**src/rtl/spike_encoder.sv**
```systemverilog
// Race-logic spike encoder: a value V loaded on a grst edge fires q V+1 edges later; all-ones never fires.
// One-entry pending buffer; in_ready = ~pend_v | grst, so a grst edge can bypass a new value straight into the count.
module spike_encoder #(
  parameter int WIDTH      = 4,
  parameter bit PULSE_MODE = 1'b0
) (
  input  logic             aclk,
  input  logic             rst,
  input  logic             grst,
  input  logic [WIDTH-1:0] in_val,
  input  logic             in_valid,
  output logic             in_ready,
  output logic             q,
  output logic             busy
);

  typedef enum logic [1:0] {IDLE, COUNT, FIRED} state_t;

  localparam logic [WIDTH-1:0] ALL_ONES = '1;
  localparam logic [WIDTH-1:0] ONE      = WIDTH'(1);

  state_t           state, state_nxt;
  logic [WIDTH-1:0] cnt, cnt_nxt;
  logic [WIDTH-1:0] pend, pend_nxt;
  logic             pend_v, pend_v_nxt;
  logic             q_nxt;
  logic             transfer;
  logic [WIDTH-1:0] load_val;
  logic             load_ok;

  assign in_ready = ~pend_v | grst;
  assign transfer = in_valid & in_ready;
  assign busy     = (state == COUNT);

  always_ff @(posedge aclk or posedge rst) begin
    if (rst) begin
      state  <= IDLE;
      cnt    <= '0;
      pend   <= '0;
      pend_v <= 1'b0;
      q      <= 1'b0;
    end else begin
      state  <= state_nxt;
      cnt    <= cnt_nxt;
      pend   <= pend_nxt;
      pend_v <= pend_v_nxt;
      q      <= q_nxt;
    end
  end

  always_comb begin
    state_nxt  = state;
    cnt_nxt    = cnt;
    pend_nxt   = pend;
    pend_v_nxt = pend_v;
    q_nxt      = q;
    load_val   = pend;
    load_ok    = pend_v;

    if (grst) begin
      // A value offered on the same edge takes priority over the buffered one.
      if (transfer) begin
        load_val = in_val;
        load_ok  = 1'b1;
      end
      q_nxt      = 1'b0;
      pend_v_nxt = 1'b0;
      if (load_ok && (load_val != ALL_ONES)) begin
        cnt_nxt   = load_val;
        state_nxt = COUNT;
      end else begin
        state_nxt = IDLE;
      end
    end else begin
      if (transfer) begin
        pend_nxt   = in_val;
        pend_v_nxt = 1'b1;
      end
      case (state)
        COUNT: begin
          if (cnt != '0) begin
            cnt_nxt = cnt - ONE;
          end else begin
            q_nxt     = 1'b1;
            state_nxt = FIRED;
          end
        end
        FIRED: begin
          if (PULSE_MODE) q_nxt = 1'b0;
        end
        default: begin
        end
      endcase
    end
  end

endmodule

```
**config.mk**
```make
export PLATFORM = sky130hd
export DESIGN_NAME = spike_encoder
export DESIGN_NICKNAME = d
export VERILOG_FILES = /design/src/rtl/spike_encoder.sv
export SDC_FILE = /design/constraint.sdc
export NUM_CORES = 1
export LEC_CHECK = 0
export CORE_MARGIN = 5
export CORE_UTILIZATION = 51
export DETAILED_ROUTE_END_ITERATION = 10
export GPL_ROUTABILITY_DRIVEN = 0
export GPL_TIMING_DRIVEN = 1
export PLACE_DENSITY_LB_ADDON = 0.12
export SLEW_MARGIN = 10
export SYNTH_ARGS = -nofsm -noshare
export SYNTH_HDL_FRONTEND = slang
export SYNTH_SLANG_ARGS = --single-unit
export TNS_END_PERCENT = 1
```
**constraint.sdc**
```tcl
create_clock -name aclk -period 1.37 [get_ports aclk]
set_input_delay 0.2055 -clock aclk [delete_from_list [all_inputs] [get_ports aclk]]
set_output_delay 0.2055 -clock aclk [all_outputs]
set_load 0.01 [all_outputs]
```
==> results.cfg, run 1 <==
[finish]
layout.nets = 106
layout_common_cells = buf_4 (13), dfrtp_1 (10), clkdlybuf4s50_1 (7)
area_delta_synth_final_pct = 31.6
final_layout_size_suffix_gt1_share_pct = 31.3
fillers = 103
multi_input_area_um2 = 417
diodes = 0
layout_commonest_cell = buf_4
area.sequential_um2 = 277

[die]
die_area_um2 = 2260
row_count = 13
dieHeight_um = 47.6
initial_core_util_pct = 54.7
ios = 11
fp.coreArea_um2 = 1320
die_x_um = 47.6

[detailed_routing]
dr.pass1.iters = 4
wl_um = 1660
drc_errors = 0
vias = 611
wire_per_inst_um = 15.0
via_per_inst = 5.50
detail-route-antenna-nets = 0
drt_iter0_drc = 21

[yosys]
synth.ff_latch_count = 11
yosysWarnings = 0
postSynthCellCount = 72
synth_nets = 81
avgSynthCellArea_um2 = 10.0
ys_seq_area_share_pct = 38.2
yosys.area.top_type = dfrtp_1
synth_top_area_share_pct = 38.2
synth_area_leaders = dfrtp_1 (38%), mux2_1 (6.3%), nor2b_1 (4.3%), nor3b_2 (3.5%), o211ai_2 (3.5%)
synth.cell_area_um2 = 721
synth.distinct_cells = 29

[timing]
slew_viol_final = 0
finalCritPeriodShare_pct = 99.3
fin_ws_ps = 9.10
max_clock_freq_mhz = 735
hold_viol = 0
finalSetupViolations = 0
clock_skew_ps = 5.15
tightest_slew_ps = 428
period_minus_slack_ps = 1360
relSlewSlack_pct = 71.4
rsz0062_at_grt = yes

[worst_hold_path]
min_path_type = in2async

[clock_tree]
clkLatencyLatePin_ps = 280
clkTransAtPathRegs_ps = 80
htree_levels = 1
cts_tree = done
cts_buffer_depth = 2
numCtsBuffers = 3
clock-sinks = 11
root_buffer = clkbuf_4
hold_buffers = 0

[setup_path]
worstSetupStartpointType = flip-flop
regToRegSetupSlack_ps = 9
r2r_end = cnt[0]
r2r-start = cnt[1]
r2r_cells = 6
crit_type = reg2reg
cp_data_required_time_ps = 1540
arrival_ps = 1530
critical_path.endpoint = cnt[0]
cp-end-kind = flip-flop
worstPathMaxFanout = 3
crit_start = cnt[1]

[grt]
antenna_found_initial = 0
first_global_vias = 622
grt_usage_pct = 17.7
grt_pass1_wl_um = 2700
grt_max_degree = 12
overflow = 0

[pwr]
pwr_density_cell_nw_per_um2 = 1120
peakVddDrop_uv = 647
p_leak_nw = 0.407
fin_total_pwr_mw = 1.06

[flow_run]
cap_viol_max_count = 0

[placement]
hpwlAfterDp_um = 1200
portBuffers = 10
pre_cts_ws_ps = -212

[status]
status = completed
final cells by class:
type | count | area share, %
flip-flops and latches | 11 | 29.2
repair buffers | 23 | 20.2
well taps | 15 | 1.98
inverters | 5 | 1.98
clock buffers | 4 | 2.77
multi-input cells | 53 | 43.9
registers in the layout (all words and copies together) (netlist names):
name    count
state       1
cnt         4
pend_v      1
q           1
pend        4
worst max-delay path, cell delays in order (launching register included):
cell,delay (ps)
dfrtp_1,390
inv_1,70
ha_2,190
nor3b_4,250
nor2_2,80
xnor2_1,190
o21ai_1,80
routing by layer:
| metal | track usage, % | part of all wire (%) | up-vias |
|---|---|---|---|
| met5 | 0 | 0 | - |
| met4 | 10.8 | 3.3 | 0 |
| met3 | 4.51 | 4.3 | 5 |
| met2 | 25.7 | 44 | 13 |
| met1 | 23.4 | 49 | 288 |
| li1 | - | - | 305 |
worst min path at each step:
stage	from	end	slack, ps	depth (start not counted)
floorplan	rst	cnt[0]	60	1
global placement	pend[1]	pend[1]	510	1
detailed placement	pend[3]	pend[3]	520	1
CTS	rst	q	230	2
global route	rst	state[0]	250	2
finish	rst	cnt[1]	210	2
synthesized netlist by cell type:
cell / number
o22ai_1: 1
o21ai_1: 5
mux2_1: 4
ha_1: 1
buf_6: 2
a22o_1: 2
nor2b_1: 5
nand2b_4: 1
nor2_1: 6
nor3b_1: 1
o211ai_2: 2
o31ai_1: 1
nand4_1: 2
a211oi_1: 2
dfrtp_1: 11
a21oi_1: 3
nand2b_1: 2
buf_2: 1
nor4_1: 1
a22o_4: 1
xnor2_1: 1
o21ai_0: 1
nor3_2: 1
nand2_1: 5
nor3b_4: 1
inv_1: 5
mux2_2: 1
o31a_1: 1
nor3b_2: 2
logic make-up after synthesis:
group           count (synthesis)  share of synthesized area [%]
compound gates                 19                           19.8
simple gates                   27                           24.8
mux                             5                           7.81
flops                          11                           38.2
xor+xnor                        1                           1.22
buf+inv                         8                           6.42
fa+ha+maj                       1                           1.74
per-stage QoR:
| step | util (%) | hold WS [ps] | cells | cell area, um2 | setup TNS (ps) |
|---|---|---|---|---|---|
| 6_report | 72.0 | 207 | 111 | 948 | 0 |
| 2_1_floorplan | - | 57.9 | 72 | 721 | 0 |
| 3_5_place_dp | 67.9 | 518 | 105 | 895 | -1560 |
| 3_3_place_gp | 67.9 | 511 | 105 | 895 | -1460 |
| 4_1_cts | 69.7 | 232 | 109 | 918 | 0 |
| 5_1_grt | 72.0 | 253 | 111 | 948 | -74.0 |
power breakdown:
part / switching, mW / internal (mW)
Combinational: 0.168 / 0.198
Sequential: 0.0697 / 0.385
Clock: 0.129 / 0.113
Total: 0.367 / 0.696
timing repair:
action                     in CTS  in global routing
setup endpoints to repair       3                  4
gates resized for setup         4                  7
pin swaps                       0                  1
setup buffers                   0                  2
No activity file was read; power rests on OpenSTA's default activity.
==> run 2, diff against run 1 <==
- CORE_UTILIZATION: 51 -> 54
- CTS_BUF_LIST: default -> sky130_fd_sc_hd__clkbuf_2 sky130_fd_sc_hd__clkbuf_4 sky130_fd_sc_hd__clkbuf_8
- SLEW_MARGIN: 10 -> 20
==> results.cfg, run 2 (synthesized netlist as in run 1, its figures left out) <==
[detailed_routing]
dr.pass1.iters = 4
wire_per_inst_um = 14.6
drc_errors = 0
detail-route-antenna-nets = 0
drt_iter0_drc = 10
wl_um = 1590
via_per_inst = 5.39
vias = 588

[timing]
fin_ws_ps = 36.0
clock_skew_ps = 7.07
tightest_slew_ps = 431
slew_viol_final = 0
period_minus_slack_ps = 1330
whs_ps = 210
finalSetupTns_ps = 0
finalSetupViolations = 0
rsz0062_at_grt = yes
max_clock_freq_mhz = 750
relSlewSlack_pct = 71.2
hold_viol = 0
finalCritPeriodShare_pct = 97.4

[placement]
portBuffers = 10
hpwlAfterDp_um = 1170
pre_cts_ws_ps = -214
place_inst = 105

[finish]
top_regs = cnt x4, pend x4
diodes = 0
layout_common_cells = buf_4 (11), dfrtp_1 (10), clkdlybuf4s50_1 (7)
layout_commonest_cell = buf_4
final_layout_size_suffix_gt1_share_pct = 29.8
layout.nets = 104
instances_no_fill = 109
area_delta_synth_final_pct = 29.2

[clock_tree]
clkTransAtPathRegs_ps = 70
htree_levels = 1
root_buffer = clkbuf_4
clkLatencyLatePin_ps = 280
cts_buffer_depth = 2
cts_tree = done
numCtsBuffers = 3
clock-sinks = 11

[setup_path]
crit_type = reg2reg
worstPathMaxFanout = 4
cp-end-kind = flip-flop
worstSetupStartpointType = flip-flop
arrival_ps = 1500
cp_data_required_time_ps = 1530

[die]
ios = 11
dieHeight_um = 46.5
fp.coreArea_um2 = 1280
die_area_um2 = 2170
row_count = 13
initial_core_util_pct = 56.1
die_x_um = 46.5

[grt]
grt_pass1_wl_um = 2500
grt_max_degree = 12
first_global_vias = 552
antenna_found_initial = 0
grt_usage_pct = 17.2
overflow = 0

[flow_run]
cap_viol_max_count = 0

[pwr]
intPower_mw = 0.699
power.net_switching_mw = 0.343
peakVddDrop_uv = 736
swShare_pct = 32.9
p_seq_share_pct = 43.9
p_clk_share_pct = 24.2
fin_total_pwr_mw = 1.04
p_leak_nw = 0.400
pwr_density_cell_nw_per_um2 = 1120
combPwrFrac_pct = 31.9

[worst_hold_path]
min_path_type = in2async

[status]
status = completed
[run 2: changes by cell type in the layout (fill, tap and decap cells not counted)]
cell / delta
clkbuf_1: -1
clkbuf_4: +1
nor4_1: +1
nor4_2: -1
buf_4: -2
[run 2: layout make-up]
cell class,count,area (um2)
fill,101,354
tap,15,18.8
multi-input combinational,53,410
clock buffer,4,30.0
inverter,5,18.8
sequential,11,277
timing repair buffer,21,176
[run 2: layer usage]
metal | track usage [%] | vias up | wire, um
met2 | 23.6 | 7 | 687
met1 | 23.9 | 272 | 796
met3 | 3.13 | 5 | 63
met5 | 0 | - | 0
li1 | - | 304 | -
met4 | 11.9 | 0 | 46
[run 2: per-stage QoR]
| step | cell area, um2 | util [%] |
|---|---|---|
| 2_1_floorplan | 721 | - |
| 3_3_place_gp | 895 | 69.6 |
| 3_5_place_dp | 895 | 69.6 |
| 4_1_cts | 922 | 71.8 |
| 5_1_grt | 931 | 72.4 |
| 6_report | 931 | 72.4 |
[run 2: power by group through the flow]
stage / clock network (mW) / registers (mW) / logic (mW)
floorplan: 0 / 0.444 / 0.211
global placement: 0 / 0.453 / 0.317
detailed placement: 0 / 0.456 / 0.323
CTS: 0.255 / 0.451 / 0.318
global route: 0.274 / 0.465 / 0.367
finish: 0.252 / 0.457 / 0.332
[run 2: critical path: stages, from the launching register on]
cell,delay (ps)
dfrtp_1,410
inv_1,70
ha_2,180
nor3b_4,240
nor2_2,70
xnor2_1,170
o21ai_1,80
[run 2: timing repair]
item	4_1_cts	5_1_grt
pin swaps	0	1
endpoints found under the hold margin	0	0
resized for setup	4	6
hold buffers	0	0
setup buffers	0	0
endpoints found under the setup margin	3	5
[run 2: final timing paths]
check                      startpoint       to  slack, ps  cells past startpoint
setup / recovery               cnt[1]   cnt[0]         40                      6
max in group asynchronous         rst   pend_v        840                      2
setup reg to reg               cnt[1]   cnt[0]         40                      6
hold / removal                    rst  pend[0]        210                      2
min in group aclk             pend[2]  pend[2]        520                      1
hold reg to reg               pend[2]  pend[2]        520                      1
==> run 3, diff against run 2 <==
- ABC_CLOCK_PERIOD_IN_PS: default -> 1370
==> results of run 3 <==
Final layout, timing and power as in run 2 (identical DEF).
